`config.mk`:
```
export PLATFORM = sky130hd
export DESIGN_NAME = ir_nec_tx
export DESIGN_NICKNAME = d
export VERILOG_FILES = /design/src/rtl/ir_nec_pkg.sv /design/src/rtl/ir_unit_timer.sv /design/src/rtl/ir_nec_tx.sv
export SDC_FILE = /design/constraint.sdc
export NUM_CORES = 1
export LEC_CHECK = 0
export CORE_AREA = 2 2 89 156
export DETAILED_ROUTE_END_ITERATION = 10
export DIE_AREA = 0 0 91 158
export PLACE_DENSITY = 0.51
export SLEW_MARGIN = 10
export SYNTH_ARGS = -nofsm -noshare
export SYNTH_HDL_FRONTEND = slang
export SYNTH_SLANG_ARGS = --single-unit
```
`constraint.sdc`:
```
create_clock -name clk -period 2.5 [get_ports clk]
set_input_delay 0.5 -clock clk [delete_from_list [all_inputs] [get_ports clk]]
set_output_delay 0.5 -clock clk [all_outputs]
set_load 0.05 [all_outputs]
```
`src/rtl/ir_nec_pkg.sv`:
```
// Shared NEC transmitter types and timing constants.
// The repeat-code states are always declared; they are only used when IR_NEC_REPEAT_EN is defined.
`timescale 1ns/1ps
package ir_nec_pkg;

  typedef enum logic [3:0] {
    IDLE,
    LEADER_MARK,
    LEADER_SPACE,
    BIT_MARK,
    BIT_SPACE,
    STOP_MARK,
    GAP,
    REP_MARK,
    REP_SPACE
  } state_t;

  localparam int unsigned LEADER_MARK_U  = 16;
  localparam int unsigned LEADER_SPACE_U = 8;
  localparam int unsigned BIT_MARK_U     = 1;
  localparam int unsigned ZERO_SPACE_U   = 1;
  localparam int unsigned ONE_SPACE_U    = 3;
  localparam int unsigned STOP_U         = 1;
  localparam int unsigned REP_SPACE_U    = 4;
  localparam int unsigned FRAME_PERIOD_U = 192;
  localparam int unsigned NEC_BITS       = 32;

  // Index of the last unit tick in a segment; GAP is timed by the frame-period counter instead.
  function automatic logic [4:0] seg_last(state_t s, logic bit_val);
    case (s)
      LEADER_MARK:  return 5'(LEADER_MARK_U - 1);
      LEADER_SPACE: return 5'(LEADER_SPACE_U - 1);
      BIT_MARK:     return 5'(BIT_MARK_U - 1);
      BIT_SPACE:    return bit_val ? 5'(ONE_SPACE_U - 1) : 5'(ZERO_SPACE_U - 1);
      STOP_MARK:    return 5'(STOP_U - 1);
      REP_MARK:     return 5'(LEADER_MARK_U - 1);
      REP_SPACE:    return 5'(REP_SPACE_U - 1);
      default:      return 5'd0;
    endcase
  endfunction

endpackage

```
`src/rtl/ir_unit_timer.sv`:
```
// Free-running NEC unit timer: counts 0..UNIT_CYC-1 and pulses tick on the terminal count.
// clear forces the count back to 0 so every segment starts on a fresh unit.
`timescale 1ns/1ps
module ir_unit_timer #(
  parameter int unsigned UNIT_CYC = 28125
) (
  input  logic clk,
  input  logic reset_n,
  input  logic clear,
  output logic tick
);

  localparam int unsigned W = (UNIT_CYC > 1) ? $clog2(UNIT_CYC) : 1;

  logic [W-1:0] cnt;

  assign tick = (cnt == W'(UNIT_CYC - 1));

  always_ff @(posedge clk or negedge reset_n) begin
    if (!reset_n) begin
      cnt <= '0;
    end else if (clear || tick) begin
      cnt <= '0;
    end else begin
      cnt <= cnt + W'(1);
    end
  end

endmodule

```
`src/rtl/ir_nec_tx.sv`:
```
// NEC frame transmitter: leader, 32 LSB-first data bits and a stop burst gating the carrier.
// Optional repeat codes are built when IR_NEC_REPEAT_EN is defined.
`timescale 1ns/1ps
module ir_nec_tx import ir_nec_pkg::*; #(
  parameter int unsigned FCLK = 50_000_000
) (
  input  logic       clk,
  input  logic       reset_n,
  input  logic       start,
  input  logic [7:0] addr,
  input  logic [7:0] cmd,
  input  logic       nec_clk,
  output logic       ir_out,
  output logic       busy,
  output logic       done
);

  localparam int unsigned UNIT_CYC = (FCLK * 32'd9) / 32'd16000;

  state_t      state;
  logic        mark;
  logic [31:0] shreg;
  logic [5:0]  bit_cnt;
  logic [4:0]  seg_cnt;
  logic        tick;
  logic        seg_end;
  logic        gap_end;
  logic        timer_clear;

  assign seg_end = tick && (state != IDLE) && (state != GAP) &&
                   (seg_cnt == seg_last(state, shreg[0]));

`ifdef IR_NEC_REPEAT_EN
  logic [7:0] period_cnt;

  assign gap_end = (state == GAP) && tick && (period_cnt == 8'(FRAME_PERIOD_U - 1));

  // Units elapsed since the current leader or repeat burst began.
  always_ff @(posedge clk or negedge reset_n) begin
    if (!reset_n) begin
      period_cnt <= '0;
    end else if (state == IDLE || gap_end) begin
      period_cnt <= '0;
    end else if (tick) begin
      period_cnt <= period_cnt + 8'd1;
    end
  end
`else
  assign gap_end = 1'b0;
`endif

  assign timer_clear = (state == IDLE) || seg_end || gap_end;

  ir_unit_timer #(
    .UNIT_CYC (UNIT_CYC)
  ) u_timer (
    .clk     (clk),
    .reset_n (reset_n),
    .clear   (timer_clear),
    .tick    (tick)
  );

  // Registered mark keeps FSM decode glitches off the LED pin.
  assign ir_out = nec_clk & mark;

  always_ff @(posedge clk or negedge reset_n) begin
    if (!reset_n) begin
      state   <= IDLE;
      mark    <= 1'b0;
      busy    <= 1'b0;
      done    <= 1'b0;
      shreg   <= '0;
      bit_cnt <= '0;
      seg_cnt <= '0;
    end else begin
      done <= 1'b0;
      if (seg_end) begin
        seg_cnt <= '0;
      end else if (tick) begin
        seg_cnt <= seg_cnt + 5'd1;
      end

      case (state)
        IDLE: begin
          if (start) begin
            shreg   <= {~cmd, cmd, ~addr, addr};
            bit_cnt <= '0;
            seg_cnt <= '0;
            busy    <= 1'b1;
            mark    <= 1'b1;
            state   <= LEADER_MARK;
          end
        end
        LEADER_MARK: begin
          if (seg_end) begin
            mark  <= 1'b0;
            state <= LEADER_SPACE;
          end
        end
        LEADER_SPACE: begin
          if (seg_end) begin
            mark  <= 1'b1;
            state <= BIT_MARK;
          end
        end
        BIT_MARK: begin
          if (seg_end) begin
            mark  <= 1'b0;
            state <= BIT_SPACE;
          end
        end
        BIT_SPACE: begin
          if (seg_end) begin
            shreg   <= {1'b0, shreg[31:1]};
            bit_cnt <= bit_cnt + 6'd1;
            mark    <= 1'b1;
            state   <= (bit_cnt == 6'(NEC_BITS - 1)) ? STOP_MARK : BIT_MARK;
          end
        end
        STOP_MARK: begin
          if (seg_end) begin
            done <= 1'b1;
            mark <= 1'b0;
`ifdef IR_NEC_REPEAT_EN
            state <= GAP;
`else
            busy  <= 1'b0;
            state <= IDLE;
`endif
          end
        end
`ifdef IR_NEC_REPEAT_EN
        GAP: begin
          if (gap_end) begin
            if (start) begin
              mark  <= 1'b1;
              state <= REP_MARK;
            end else begin
              busy  <= 1'b0;
              state <= IDLE;
            end
          end
        end
        REP_MARK: begin
          if (seg_end) begin
            mark  <= 1'b0;
            state <= REP_SPACE;
          end
        end
        REP_SPACE: begin
          if (seg_end) begin
            mark  <= 1'b1;
            state <= STOP_MARK;
          end
        end
`endif
        default: begin
          mark  <= 1'b0;
          busy  <= 1'b0;
          state <= IDLE;
        end
      endcase
    end
  end

endmodule

```
# Word level (Yosys, flattened, before mapping)
# Index checks and enable logic that the tools add are counted.
# totals
regBits	65
latch_bits	0
ramBits	0
mem_bits_ro	0
in_bits	20
output_inout_bits	3
wordCells	78
mem_count	0
# classes
add_sub_neg	3
n_mul	0
div	0
n_lt_le_gt_ge	0
n_eq_ne	19
n_shift	0
muxes	28
n_bitwise	4
n_reduce_logical	16
# op_table
op	n
$mux 32	2
$pmux 32 s2	1
$mux 4	6
$pmux 4 s6	1
$mux 5	4
$not 8->8	2
$pmux 4 s4	1
$add 15x1->15 const B	1
$eq 15x15->1 const B	1
$mux 15	1
$eq 4x3->1 const B	3
$mux 6	2
$ne 2x2->1 const B	6
$pmux 6 s2	1
$reduce_and 3->1	3
$eq 4x2->1 const B	2
$add 6x1->6 const B	1
$eq 6x5->1 const B	1
$pmux 1 s3	2
$reduce_and 6->1	1
$add 5x1->5 const B	1
$eq 5x5->1	1
$mux 1	5
$eq 4x1->1 const B	1
other kinds (15)	20

# Longest topological paths before layout
# Gate-level depths: netlist (run 1).
# logic_depth
word_depth	8
ltp_mapped	9
depth_no_buf	7

# Hierarchy
# A second synthesis (run 1) with hierarchy kept.
# hier_totals
cells_unflattened	317
hier_area_um2	3095.5
# modules_own_cells
module	instances	cells_each	area_per_inst_um2	seq_area_each_um2
ir_nec_tx	1	237	2308.5	1226.2
ir_unit_timer	1	80	787.0	375.4

# Worst setup path before layout (run 1)
# Ideal clock, no wire load.
# synth_timing
path_type	flip-flop to flip-flop
start	register u_timer.cnt[0]
end	register shreg[0]
setup_time_ns	0.067
t_arrival_ns	2.338
t_required_ns	2.433
setup_slack_ns	0.094
stages_incl_launch_ff	10
path_buffers	2
period_less_slack_ns	2.406
path_cell_list	dfrtp_1 inv_1 ha_1 nand4bb_1 or4_4 or2_1 buf_6 o31ai_4 buf_6 o221a_1
# synth_between
elab_chain_cells	6
# synth_rtl
element	line_no	text
start, declared	ir_unit_timer.sv:15	logic [W-1:0] cnt;
start signal, assigned	ir_unit_timer.sv:25	cnt <= cnt + W'(1);
$eq 15x15->1	ir_unit_timer.sv:17	assign tick = (cnt == W'(UNIT_CYC - 1));
$logic_and 1x1->1 (3 in series)	ir_nec_tx.sv:30	assign seg_end = tick && (state != IDLE) && (state != GAP) &&
$ne 2x2->1 (no source line)	n/a	
$reduce_and 3->1 (no source line)	n/a	
end signal, assigned	ir_nec_tx.sv:86	shreg <= {~cmd, cmd, ~addr, addr};
end signal, assigned	ir_nec_tx.sv:114	shreg <= {1'b0, shreg[31:1]};
end, declared	ir_nec_tx.sv:22	logic [31:0] shreg;
# No other way between the ends.
# A chain may end at the register's enable or synchronous reset.

# Final worst setup path (run 1)
# layout_timing
start	register u_timer.cnt[0]
end	register bit_cnt[3]
# layout_between
elab_chain_cells	6
# layout_rtl
element	line_no	text
$eq 15x15->1	ir_unit_timer.sv:17	
$logic_and 1x1->1 (3 in series)	ir_nec_tx.sv:30	
$ne 2x2->1 (no source line)	n/a	
$reduce_and 3->1 (no source line)	n/a	
end signal, assigned	ir_nec_tx.sv:115	bit_cnt <= bit_cnt + 6'd1;
end, declared	ir_nec_tx.sv:23	logic [5:0] bit_cnt;
# No other way between the ends.

==> out/metrics.json, run 1 <==
{
  "syn_area_per_cell_um2": 10.61,
  "final_period_minus_worst_setup_slack_ns": 2.360,
  "synthesis.nets": 327,
  "timing.final.max_slew_violations": 0,
  "timing.setup.critical_path_class": "reg -> reg",
  "final_nets": 362,
  "number_of_synthesized_flops_with_an_enable_pin": 0,
  "wl_um": 7560,
  "post_cts_hold_buffer_count": 0,
  "stdcell_count": 515,
  "grt_pass1_wl_um": 12480,
  "fraction_of_synthesis_flops_using_an_asynchronous_set_or_reset_pin": 1.000,
  "power-per-cell-area_nw_per_um2": 730.7,
  "synth-simple-area-share": 0.2000,
  "synthesis.yosys.warnings": 0,
  "worst_skew_pair.late_latency_ns": 0.33,
  "total_leakage_power_nw": 1.579,
  "cts_max_path_buffers": 2,
  "drive_gt1_frac": 0.1290,
  "rows": 56,
  "synth_top_family_by_area": "simple AND/OR/NAND/NOR gates",
  "cts_inserted_buffers": 9,
  "max-slew-margin-rel": 0.6588,
  "synthesized_area_um2": 3216,
  "die_boundary_height_um": 158,
  "design_power_total_mw": 2.949,
  "route.detailed.vias_per_inst": 4.794,
  "hold-worst-slack_ns": 0.09572,
  "hpwlAfterDp_um": 5314,
  "vias_in_the_first_global_route": 2579,
  "postRouteAntennaNets": 0,
  "synth_compound_area_frac": 0.1774,
  "mux_cell_area_share_after_synthesis": 0.01245,
  "syn_inst": 303,
  "maximum_number_of_pins_on_one_net_before_global_route_repair": 49,
  "final_min_period_over_clock_period": 0.9439,
  "detailroute.via_count": 2469,
  "number_of_distinct_library_cells_after_synthesis": 49,
  "effective_utilization_at_floorplan": 0.2441,
  "pin_count": 23,
  "cts_tree": "built",
  "cap_violations": 0,
  "fp.dieArea_um2": 14380,
  "cts-htree-levels": 3,
  "floorplan.core_area_um2": 13170,
  "port_buffers": 22,
  "first_iter_violations": 69,
  "synth_fa_ha_area_frac": 0.01556,
  "avgRoutedWirePerCell_um": 14.68,
  "gp_congestion": 0.7755,
  "vdd_ir_drop_max_mv": 0.2804,
  "antenna_violations_before_repair": 0,
  "worst_slew_pin_slew_ns": 0.5119,
  "dieWidth_um": 91,
  "num_antenna_cells": 0,
  "xor_xnor_portion_of_the_synthesized_cell_area": 0.05175,
  "first_pass_iters": 4,
  "crit_arrival_ns": 2.60,
  "rsz0062_at_grt": "false",
  "cts.clk_slew.worst_paths_ns": 0.05,
  "setup_viol_count_final": 0,
  "placed_instance_count": 497,
  "hold_viol_final": 0,
  "postSynthRegisterBits": 64,
  "grt_use_total": 0.1103,
  "critical_path.max_fanout": 6,
  "utilization_after_layout": 0.3063,
  "setup_tns_ns": 0,
  "proportion_of_synthesized_chip_area_in_sequential_cells": 0.4981,
  "result_of_the_run": "finished, final reports clean",
  "crit_required_ns": 2.74,
  "syn_to_final_growth_pct": 25.49,
  "tritoncts_num_sinks": 64,
  "clock_skew_ns": 0.008060,
  "global_route.overflow_total": 0,
  "type_of_origin_of_the_critical_path": "flop",
  "maxClockFrequency_mhz": 423.8,
  "synth-main-ff-cell": "sky130_fd_sc_hd__dfrtp_1",
  "setup.worst_path.end_class": "flop",
  "clk_root_buffer_cell": "sky130_fd_sc_hd__clkbuf_16",
  "worst_min_delay_path_category": "in -> async",
  "detail_route.drc_violations": 0
}
## state kept, by name, indices dropped and copies added, names as in the netlist
| signal | flops |
|---|---|
| u_timer.cnt | 15 |
| seg_cnt | 5 |
| state | 3 |
| done | 1 |
| mark | 1 |
| bit_cnt | 6 |
| busy | 1 |
| shreg | 32 |
## stage by stage
stage,area [um2],setup WS [ns]
after floorplan,3216,0.09436
after global placement,3705,0.1174
after detailed placement,3705,0.07587
after CTS,3981,0.05303
after global routing,4035,0.03774
final,4035,0.1402
## critical path: stages (launching register included)
cell and delay [ns]:
sky130_fd_sc_hd__dfrtp_1 0.38, sky130_fd_sc_hd__inv_1 0.07, sky130_fd_sc_hd__ha_1 0.14, sky130_fd_sc_hd__nand4bb_1 0.13
sky130_fd_sc_hd__or4_4 0.57, sky130_fd_sc_hd__or2_4 0.30, sky130_fd_sc_hd__or4_1 0.50, sky130_fd_sc_hd__a21oi_1 0.18
## synth_stat cells (2+ instances only)
cell | count | share of area
sky130_fd_sc_hd__a211oi_1 | 2 | 0.0047
sky130_fd_sc_hd__a21oi_1 | 6 | 0.0093
sky130_fd_sc_hd__and2_1 | 3 | 0.0058
sky130_fd_sc_hd__and3_1 | 4 | 0.0078
sky130_fd_sc_hd__buf_6 | 4 | 0.014
sky130_fd_sc_hd__clkbuf_1 | 12 | 0.014
sky130_fd_sc_hd__dfrtp_1 | 64 | 0.50
sky130_fd_sc_hd__ha_1 | 4 | 0.016
sky130_fd_sc_hd__inv_1 | 12 | 0.014
sky130_fd_sc_hd__mux2i_1 | 4 | 0.012
sky130_fd_sc_hd__nand2_1 | 27 | 0.032
sky130_fd_sc_hd__nand2b_1 | 18 | 0.035
sky130_fd_sc_hd__nand3_1 | 12 | 0.019
sky130_fd_sc_hd__nand4_1 | 6 | 0.012
sky130_fd_sc_hd__nand4b_1 | 2 | 0.0054
sky130_fd_sc_hd__nand4bb_1 | 2 | 0.0070
sky130_fd_sc_hd__nor2_1 | 29 | 0.034
sky130_fd_sc_hd__nor3_1 | 4 | 0.0062
sky130_fd_sc_hd__nor3b_1 | 5 | 0.012
sky130_fd_sc_hd__nor4_1 | 2 | 0.0039
sky130_fd_sc_hd__o2111ai_1 | 3 | 0.0082
sky130_fd_sc_hd__o21ai_0 | 3 | 0.0047
sky130_fd_sc_hd__o221a_1 | 28 | 0.098
sky130_fd_sc_hd__o221a_2 | 3 | 0.011
sky130_fd_sc_hd__o31ai_1 | 2 | 0.0047
sky130_fd_sc_hd__o41ai_1 | 2 | 0.0054
sky130_fd_sc_hd__xnor2_1 | 11 | 0.030
sky130_fd_sc_hd__xor2_1 | 8 | 0.022
## path summary, 6_finish.rpt
check	start	endpoint	slack, ns	cells after the start
worst min-delay path	reset_n	shreg[3]	0.1	1
worst max-delay path	u_timer.cnt[0]	bit_cnt[3]	0.14	7
max in group asynchronous	reset_n	shreg[25]	1.79	2
worst min register to register	bit_cnt[0]	bit_cnt[0]	0.52	1
worst max register to register	u_timer.cnt[0]	bit_cnt[3]	0.14	7
min in group clk	bit_cnt[0]	bit_cnt[0]	0.52	1
## layout by cell type (no fill, tap or decap), types with 2 or more instances in the layout
cell                               n
sky130_fd_sc_hd__a211oi_1          2
sky130_fd_sc_hd__a21oi_1           6
sky130_fd_sc_hd__and2_1            3
sky130_fd_sc_hd__and3_1            4
sky130_fd_sc_hd__buf_12            3
sky130_fd_sc_hd__buf_4            16
sky130_fd_sc_hd__clkbuf_16        10
sky130_fd_sc_hd__clkdlybuf4s50_1  20
sky130_fd_sc_hd__clkinv_2          2
sky130_fd_sc_hd__dfrtp_1          64
sky130_fd_sc_hd__ha_1              4
sky130_fd_sc_hd__inv_1            12
sky130_fd_sc_hd__mux2i_1           4
sky130_fd_sc_hd__nand2_1          27
sky130_fd_sc_hd__nand2b_1         18
sky130_fd_sc_hd__nand3_1          12
sky130_fd_sc_hd__nand4_1           6
sky130_fd_sc_hd__nand4b_1          2
sky130_fd_sc_hd__nand4bb_1         2
sky130_fd_sc_hd__nor2_1           29
sky130_fd_sc_hd__nor3_1            4
sky130_fd_sc_hd__nor3b_1           5
sky130_fd_sc_hd__nor4_1            2
sky130_fd_sc_hd__o2111ai_1         3
sky130_fd_sc_hd__o21ai_0           3
sky130_fd_sc_hd__o221a_1          28
sky130_fd_sc_hd__o221a_2           3
sky130_fd_sc_hd__o31ai_1           2
sky130_fd_sc_hd__o41ai_1           2
sky130_fd_sc_hd__xnor2_1          11
sky130_fd_sc_hd__xor2_1            8
## routing by layer
metal	track usage	share of wire
met5	0	0
met4	0.06926	0.028
met3	0.02285	0.026
met2	0.2056	0.56
met1	0.1106	0.38
## timing repair
item | CTS | global route
endpoints found under the setup margin | 0 | 34
hold endpoints to repair | 0 | 0
resized for setup | 0 | 1
buffers inserted | 0 | 2
## cell families after synthesis
| group | Yosys count |
|---|---|
| fa+ha+maj | 4 |
| buf+inv | 30 |
| compound gates | 60 |
| flops | 64 |
| mux | 4 |
| simple gates | 122 |
| xor+xnor | 19 |
## area by class of cell
cell class,instances,area [um2]
timing repair buffer,42,421.7
fill,1413,9138
tap,174,217.7
clock buffer,10,229.0
clock inverter,4,47.55
inverter,12,45.04
multi-input combinational,209,1473
sequential,64,1602
## power breakdown
part | internal [mW] | leakage (nW) | switching, mW | total (mW)
Sequential | 1.22 | 0.768 | 0.132 | 1.35
Clock | 0.756 | 0.134 | 0.430 | 1.19
Combinational | 0.236 | 0.677 | 0.175 | 0.411
No activity file was read; power rests on OpenSTA's default activity.
==> inputs of run 2 (changes only) <==
--- a/config.mk
+++ b/config.mk
@@ -8,7 +8,8 @@
 export CORE_AREA = 2 2 89 156
 export DETAILED_ROUTE_END_ITERATION = 10
 export DIE_AREA = 0 0 91 158
-export PLACE_DENSITY = 0.51
+export DONT_BUFFER_PORTS = 1
+export PLACE_DENSITY = 0.49
 export SLEW_MARGIN = 10
 export SYNTH_ARGS = -nofsm -noshare
 export SYNTH_HDL_FRONTEND = slang
==> out/metrics.json, run 2 (same netlist as run 1, synthesis figures left out) <==
{
  "result_of_the_run": {"value": "finished, final reports clean", "change": "unchanged"},
  "syn_to_final_growth": {"value": 20.66, "unit": "%", "change": "was 25.49%"},
  "route.detailed.vias_per_inst": {"value": 4.819, "change": "was 4.794"},
  "largest_reg_flops": {"value": 32, "change": "unchanged"},
  "power-per-cell-area": {"value": 801.3, "unit": "nW/um2", "change": "was 730.7 nW/um2"},
  "antenna_violations_before_repair": {"value": 0, "change": "unchanged"},
  "total_leakage_power": {"value": 1.505, "unit": "nW", "change": "was 1.579 nW"},
  "cap_violations": {"value": 0, "change": "unchanged"},
  "final_min_period_over_clock_period": {"value": 0.9560, "change": "was 0.9439"},
  "cts-htree-levels": {"value": 3, "change": "unchanged"},
  "hpwlAfterDp": {"value": 5155, "unit": "um", "change": "was 5314 um"},
  "postRouteAntennaNets": {"value": 0, "change": "unchanged"},
  "num_antenna_cells": {"value": 0, "change": "unchanged"},
  "max-slew-margin-rel": {"value": 0.6554, "change": "was 0.6588"},
  "cts.clk_slew.worst_paths": {"value": 0.06, "unit": "ns", "change": "was 0.05 ns"},
  "cts_inserted_buffers": {"value": 9, "change": "unchanged"},
  "pin_count": {"value": 23, "change": "unchanged"},
  "mostFrequentLayoutCell": {"value": "sky130_fd_sc_hd__dfrtp_1", "change": "unchanged"},
  "cp_top_family": {"value": "simple AND/OR/NAND/NOR gates", "change": "unchanged"},
  "gp_congestion": {"value": 0.7607, "change": "was 0.7755"},
  "stdcell_count": {"value": 492, "change": "was 515"},
  "timing.critical_path.slowest_stage_cell": {"value": "sky130_fd_sc_hd__or4_4", "change": "unchanged"},
  "cts_tree": {"value": "built", "change": "unchanged"},
  "global_route.overflow_total": {"value": 0, "change": "unchanged"},
  "grt_use_total": {"value": 0.1081, "change": "was 0.1103"},
  "cellInternalPower": {"value": 2.331, "unit": "mW", "change": "was 2.212 mW"},
  "timing.critical_path.buf_inv": {"value": 2, "change": "was 1"},
  "largest_registers": {"value": "shreg x32, u_timer.cnt x15, bit_cnt x6", "change": "unchanged"},
  "p_sw_frac": {"value": 0.2501, "change": "was 0.2498"},
  "fp.dieArea": {"value": 14380, "unit": "um2", "change": "unchanged"},
  "avgRoutedWirePerCell": {"value": 15.30, "unit": "um", "change": "was 14.68 um"},
  "timing.final.max_slew_violations": {"value": 0, "change": "unchanged"},
  "fill_cells": {"value": 1401, "change": "was 1,413"},
  "worst_min_delay_path_category": {"value": "in -> async", "change": "unchanged"},
  "worstPathCellList": {"value": "inv_1 -> ha_1 -> nand4bb_1 -> or4_4 -> or2_4 -> o31ai_4 -> clkbuf_16 -> o221a_1", "change": "was inv_1 -> ha_1 -> nand4bb_1 -> or4_4 -> or2_4 -> or4_1 -> a21oi_1"},
  "power.switching": {"value": 0.7777, "unit": "mW", "change": "was 0.7366 mW"},
  "power.share.combinational": {"value": 0.123, "change": "was 0.139"},
  "clock_skew": {"value": 0.008317, "unit": "ns", "change": "was 0.008060 ns"},
  "detailroute.via_count": {"value": 2371, "change": "was 2,469"},
  "first_iter_violations": {"value": 79, "change": "was 69"},
  "timing.setup.critical_path_class": {"value": "reg -> reg", "change": "unchanged"},
  "vdd_ir_drop_max": {"value": 0.2359, "unit": "mV", "change": "was 0.2804 mV"},
  "crit_arrival": {"value": 2.65, "unit": "ns", "change": "was 2.60 ns"},
  "maxClockFrequency": {"value": 418.4, "unit": "MHz", "change": "was 423.8 MHz"},
  "type_of_origin_of_the_critical_path": {"value": "flop", "change": "unchanged"},
  "vias_in_the_first_global_route": {"value": 2414, "change": "was 2,579"},
  "setup_viol_count_final": {"value": 0, "change": "unchanged"},
  "dieWidth": {"value": 91, "unit": "um", "change": "unchanged"},
  "maximum_number_of_pins_on_one_net_before_global_route_repair": {"value": 65, "change": "was 49"},
  "layout_common_cells": {"value": "sky130_fd_sc_hd__dfrtp_1, sky130_fd_sc_hd__nor2_1, sky130_fd_sc_hd__o221a_1", "change": "unchanged"},
  "wl": {"value": 7527, "unit": "um", "change": "was 7560 um"},
  "final_period_minus_worst_setup_slack": {"value": 2.390, "unit": "ns", "change": "was 2.360 ns"},
  "drive_gt1_frac": {"value": 0.1352, "change": "was 0.1290"},
  "worst_slew_pin_slew": {"value": 0.5168, "unit": "ns", "change": "was 0.5119 ns"},
  "clk_root_buffer_cell": {"value": "sky130_fd_sc_hd__clkbuf_16", "change": "unchanged"},
  "die_boundary_height": {"value": 158, "unit": "um", "change": "unchanged"},
  "critical_path.max_fanout": {"value": 8, "change": "was 6"},
  "clkPwrFrac": {"value": 0.443, "change": "was 0.402"},
  "design_power_total": {"value": 3.109, "unit": "mW", "change": "was 2.949 mW"},
  "rows": {"value": 56, "change": "unchanged"},
  "first_pass_iters": {"value": 4, "change": "unchanged"},
  "setup.worst_path.end_class": {"value": "flop", "change": "unchanged"},
  "regMostFlops": {"value": "shreg", "change": "unchanged"},
  "cts_max_path_buffers": {"value": 2, "change": "unchanged"},
  "floorplan.core_area": {"value": 13170, "unit": "um2", "change": "unchanged"},
  "share_seq_of_total_power": {"value": 0.434, "change": "was 0.459"},
  "tritoncts_num_sinks": {"value": 64, "change": "unchanged"},
  "worst_skew_pair.late_latency": {"value": 0.34, "unit": "ns", "change": "was 0.33 ns"},
  "hold_viol_final": {"value": 0, "change": "unchanged"},
  "critPathMaxStageDelay": {"value": 0.55, "unit": "ns", "change": "was 0.57 ns"},
  "detail_route.drc_violations": {"value": 0, "change": "unchanged"},
  "grt_pass1_wl": {"value": 12180, "unit": "um", "change": "was 12,480 um"},
  "placed_instance_count": {"value": 472, "change": "was 497"},
  "crit_required": {"value": 2.76, "unit": "ns", "change": "was 2.74 ns"},
  "effective_utilization_at_floorplan": {"value": 0.2441, "change": "unchanged"},
  "final_nets": {"value": 337, "change": "was 362"},
  "port_buffers": {"value": 0, "change": "was 22"}
}
[run 2: changes by cell type in the layout (fill, tap and decap cells not counted), moves of 2 or more]
cell                              before  now
sky130_fd_sc_hd__clkinv_2              2    0
sky130_fd_sc_hd__clkinv_4              0    2
sky130_fd_sc_hd__clkdlybuf4s50_1      20    0
sky130_fd_sc_hd__buf_4                16   11
[run 2: path summary, 6_finish.rpt]
kind / start / end / slack (ns) / depth (start not counted)
worst min-delay path: reset_n / shreg[11] / 0.04 / 1
worst min register to register: bit_cnt[0] / bit_cnt[0] / 0.53 / 1
worst max-delay path: u_timer.cnt[1] / shreg[14] / 0.11 / 8
worst max register to register: u_timer.cnt[1] / shreg[14] / 0.11 / 8
max in group asynchronous: reset_n / bit_cnt[2] / 2.18 / 1
min in group clk: addr[2] / shreg[10] / 0.33 / 2
[run 2: layout make-up]
type                       instances  area (um2)  share of cell area
inverter                          12       45.04             0.01161
sequential                        64        1602              0.4128
multi-input combinational        209        1478              0.3808
clock buffer                      10       239.0             0.06159
tap                              174       217.7             0.05611
timing repair buffer              17       206.4             0.05321
clock inverter                     6       92.59             0.02386
[run 2: power groups by stage]
stage / sequential [mW] / clock, mW / combinational, mW
finish: 1.35 / 1.38 / 0.383
CTS: 1.35 / 1.41 / 0.383
global placement: 1.37 / 0 / 0.331
floorplan: 1.32 / 0 / 0.271
detailed placement: 1.36 / 0 / 0.353
global route: 1.37 / 1.46 / 0.427
[run 2: what timing repair did]
action / CTS / global route
setup endpoints to repair: 0 / 34
setup buffers: 0 / 1
hold endpoints to repair: 64 / 0
hold buffers: 1 / 0
resized for setup: 0 / 2
[run 2: through the flow]
stage               hold slack (ns)  setup slack (ns)  setup TNS (ns)  utilization  area, um2
global placement             0.2057            0.1164               0       0.2634       3470
global route                0.06352         -0.008643        -0.02259       0.2945       3880
detailed placement           0.2060           0.04805               0       0.2634       3470
CTS                         0.04523           0.02711               0       0.2907       3829
finish                      0.03740            0.1101               0       0.2945       3880
floorplan                    0.2044           0.09436               0            -       3216
[run 2: metal layers]
layer | routed length (um) | part of all wire | track usage
met5 | 0 | 0 | 0
met1 | 2889 | 0.38 | 0.1117
met2 | 4165 | 0.55 | 0.1968
met3 | 279 | 0.037 | 0.02047
met4 | 193 | 0.026 | 0.07215
==> inputs of run 3 (changes only) <==
--- a/config.mk
+++ b/config.mk
@@ -5,11 +5,13 @@
 export SDC_FILE = /design/constraint.sdc
 export NUM_CORES = 1
 export LEC_CHECK = 0
+export CELL_PAD_IN_SITES_DETAIL_PLACEMENT = 0
+export CELL_PAD_IN_SITES_GLOBAL_PLACEMENT = 2
 export CORE_AREA = 2 2 89 156
 export DETAILED_ROUTE_END_ITERATION = 10
 export DIE_AREA = 0 0 91 158
 export DONT_BUFFER_PORTS = 1
-export PLACE_DENSITY = 0.49
+export PLACE_DENSITY = 0.63
 export SLEW_MARGIN = 10
 export SYNTH_ARGS = -nofsm -noshare
 export SYNTH_HDL_FRONTEND = slang
==> out/metrics.json, run 3 (same netlist as run 1, synthesis figures left out) <==
{
  "maximum_number_of_pins_on_one_net_before_global_route_repair": {"value": 65, "change": "unchanged"},
  "p_sw_frac": {"value": 0.2568, "change": "was 0.2501"},
  "multi_input_comb_area": {"value": 1473, "unit": "um2", "change": "was 1478 um2"},
  "largest_registers": {"value": "shreg x32, u_timer.cnt x15, bit_cnt x6", "change": "unchanged"},
  "effective_utilization_at_floorplan": {"value": 0.2441, "change": "unchanged"},
  "hpwlAfterDp": {"value": 5168, "unit": "um", "change": "was 5155 um"},
  "avgRoutedWirePerCell": {"value": 15.80, "unit": "um", "change": "was 15.30 um"},
  "cts_tree": {"value": "built", "change": "unchanged"},
  "first_iter_violations": {"value": 128, "change": "was 79"},
  "tritoncts_num_sinks": {"value": 64, "change": "unchanged"},
  "timing.critical_path.buf_inv": {"value": 3, "change": "was 2"},
  "detail_route.drc_violations": {"value": 0, "change": "unchanged"},
  "result_of_the_run": {"value": "finished, final reports clean", "change": "unchanged"},
  "placed_instance_count": {"value": 473, "change": "was 472"},
  "power-per-cell-area": {"value": 802.3, "unit": "nW/um2", "change": "was 801.3 nW/um2"},
  "cts_inserted_buffers": {"value": 9, "change": "unchanged"},
  "final_min_period_over_clock_period": {"value": 0.9404, "change": "was 0.9560"},
  "setup.worst_path.end_class": {"value": "flop", "change": "unchanged"},
  "grt_use_total": {"value": 0.1144, "change": "was 0.1081"},
  "timing.setup.critical_path_class": {"value": "reg -> reg", "change": "unchanged"},
  "clk_root_buffer_cell": {"value": "sky130_fd_sc_hd__clkbuf_16", "change": "unchanged"},
  "regMostFlops": {"value": "shreg", "change": "unchanged"},
  "syn_to_final_growth": {"value": 20.43, "unit": "%", "change": "was 20.66%"},
  "max-slew-margin-rel": {"value": 0.6435, "change": "was 0.6554"},
  "cap_violations": {"value": 0, "change": "unchanged"},
  "worst_skew_pair.late_latency": {"value": 0.33, "unit": "ns", "change": "was 0.34 ns"},
  "setup_viol_count_final": {"value": 0, "change": "unchanged"},
  "wl": {"value": 7803, "unit": "um", "change": "was 7527 um"},
  "first_pass_iters": {"value": 4, "change": "unchanged"},
  "port_buffers": {"value": 0, "change": "unchanged"},
  "hold_viol_final": {"value": 0, "change": "unchanged"},
  "vdd_ir_drop_max": {"value": 0.2418, "unit": "mV", "change": "was 0.2359 mV"},
  "critPathMaxStageDelay": {"value": 0.57, "unit": "ns", "change": "was 0.55 ns"},
  "power.switching": {"value": 0.7979, "unit": "mW", "change": "was 0.7777 mW"},
  "clock_skew": {"value": 0.005983, "unit": "ns", "change": "was 0.008317 ns"},
  "route.detailed.vias_per_inst": {"value": 4.743, "change": "was 4.819"},
  "mostFrequentLayoutCell": {"value": "sky130_fd_sc_hd__dfrtp_1", "change": "unchanged"},
  "drive_gt1_frac": {"value": 0.1375, "change": "was 0.1352"},
  "num_antenna_cells": {"value": 0, "change": "unchanged"},
  "power.share.combinational": {"value": 0.119, "change": "was 0.123"},
  "utilization_after_layout": {"value": 0.2940, "change": "was 0.2945"},
  "vias_in_the_first_global_route": {"value": 2412, "change": "was 2,414"},
  "cts_max_path_buffers": {"value": 2, "change": "unchanged"},
  "total_leakage_power": {"value": 1.511, "unit": "nW", "change": "was 1.505 nW"},
  "fill_cells": {"value": 1420, "change": "was 1,401"},
  "type_of_origin_of_the_critical_path": {"value": "flop", "change": "unchanged"},
  "floorplan.core_area": {"value": 13170, "unit": "um2", "change": "unchanged"},
  "cp_top_family": {"value": "simple AND/OR/NAND/NOR gates", "change": "unchanged"},
  "postRouteAntennaNets": {"value": 0, "change": "unchanged"},
  "timing.critical_path.slowest_stage_cell": {"value": "sky130_fd_sc_hd__or4_4", "change": "unchanged"},
  "fp.dieArea": {"value": 14380, "unit": "um2", "change": "unchanged"},
  "timing.final.max_slew_violations": {"value": 0, "change": "unchanged"},
  "final_period_minus_worst_setup_slack": {"value": 2.351, "unit": "ns", "change": "was 2.390 ns"},
  "cts-htree-levels": {"value": 3, "change": "unchanged"},
  "clkPwrFrac": {"value": 0.444, "change": "was 0.443"},
  "dieWidth": {"value": 91, "unit": "um", "change": "unchanged"},
  "cellInternalPower": {"value": 2.309, "unit": "mW", "change": "was 2.331 mW"},
  "global_route.overflow_total": {"value": 0, "change": "unchanged"},
  "antenna_violations_before_repair": {"value": 0, "change": "unchanged"},
  "maxClockFrequency": {"value": 425.4, "unit": "MHz", "change": "was 418.4 MHz"},
  "layout_common_cells": {"value": "sky130_fd_sc_hd__dfrtp_1, sky130_fd_sc_hd__nor2_1, sky130_fd_sc_hd__o221a_1", "change": "unchanged"},
  "crit_arrival": {"value": 2.62, "unit": "ns", "change": "was 2.65 ns"},
  "layout.area.seq": {"value": 1602, "unit": "um2", "change": "unchanged"},
  "gp_congestion": {"value": 0.7956, "change": "was 0.7607"},
  "rows": {"value": 56, "change": "unchanged"},
  "crit_required": {"value": 2.77, "unit": "ns", "change": "was 2.76 ns"},
  "largest_reg_flops": {"value": 32, "change": "unchanged"},
  "die_boundary_height": {"value": 158, "unit": "um", "change": "unchanged"},
  "cts.clk_slew.worst_paths": {"value": 0.06, "unit": "ns", "change": "about the same"},
  "share_seq_of_total_power": {"value": 0.436, "change": "was 0.434"},
  "worstPathCellList": {"value": "inv_1 -> ha_1 -> nand4bb_1 -> or4_4 -> or2_4 -> o31ai_4 -> buf_4 -> clkbuf_16 -> o221a_2", "change": "was inv_1 -> ha_1 -> nand4bb_1 -> or4_4 -> or2_4 -> o31ai_4 -> clkbuf_16 -> o221a_1"},
  "worst_min_delay_path_category": {"value": "in -> async", "change": "unchanged"},
  "grt_pass1_wl": {"value": 12790, "unit": "um", "change": "was 12,180 um"},
  "pin_count": {"value": 23, "change": "unchanged"},
  "worst_slew_pin_slew": {"value": 0.5347, "unit": "ns", "change": "was 0.5168 ns"},
  "stdcell_count": {"value": 494, "change": "was 492"},
  "final_nets": {"value": 339, "change": "was 337"},
  "hold-worst-slack": {"value": 0.03316, "unit": "ns", "change": "was 0.03740 ns"},
  "detailroute.via_count": {"value": 2343, "change": "was 2,371"},
  "critical_path.max_fanout": {"value": 8, "change": "unchanged"}
}
run 3: per-layer routing:
metal  vias up  wire (um)  share of wire  track usage
li1       1132          -              -            -
met1      1174       3135           0.40       0.1242
met2        23       4285           0.55       0.2088
met3        14        161          0.021      0.01856
met4         0        219          0.028      0.06566
met5         -          0              0            0
run 3: area by class of cell:
class,instances,area share
flip-flops and latches,64,0.4136
well taps,174,0.05622
multi-input cells,209,0.3803
clock inverters,7,0.02617
clock buffers,9,0.05816
repair buffers,19,0.05396
inverters,12,0.01163
run 3: worst paths after layout:
path | from | end | slack (ns) | depth (start not counted)
worst max-delay path | u_timer.cnt[0] | shreg[27] | 0.15 | 9
worst min-delay path | reset_n | shreg[13] | 0.03 | 1
min in group clk | cmd[5] | shreg[29] | 0.33 | 2
worst max register to register | u_timer.cnt[0] | shreg[27] | 0.15 | 9
max in group asynchronous | reset_n | done | 2.17 | 1
worst min register to register | bit_cnt[0] | bit_cnt[0] | 0.52 | 1
run 3: timing repair:
item,4_1_cts,5_1_grt
gates resized for setup,0,1
hold buffers,1,0
setup endpoints to repair,0,34
buffers inserted,0,2
endpoints found under the hold margin,64,0
run 3: metrics by stage:
step	worst slack, ns	total power [mW]	setup TNS [ns]	instance area [um2]
finish	0.1491	3.107	0	3872
global route	-0.004751	3.272	-0.005109	3872
CTS	0.03346	3.147	0	3819
detailed placement	0.04954	1.710	0	3465
global placement	0.1106	1.700	0	3465
floorplan	0.09436	1.596	0	3216
run 3: power groups by stage:
stage                     Clock (mW)  Sequential, mW  Combinational (mW)
after global routing            1.47            1.38               0.420
final                           1.38            1.36               0.371
after floorplan                    0            1.32               0.271
after CTS                       1.42            1.36               0.368
after global placement             0            1.37               0.325
after detailed placement           0            1.37               0.338
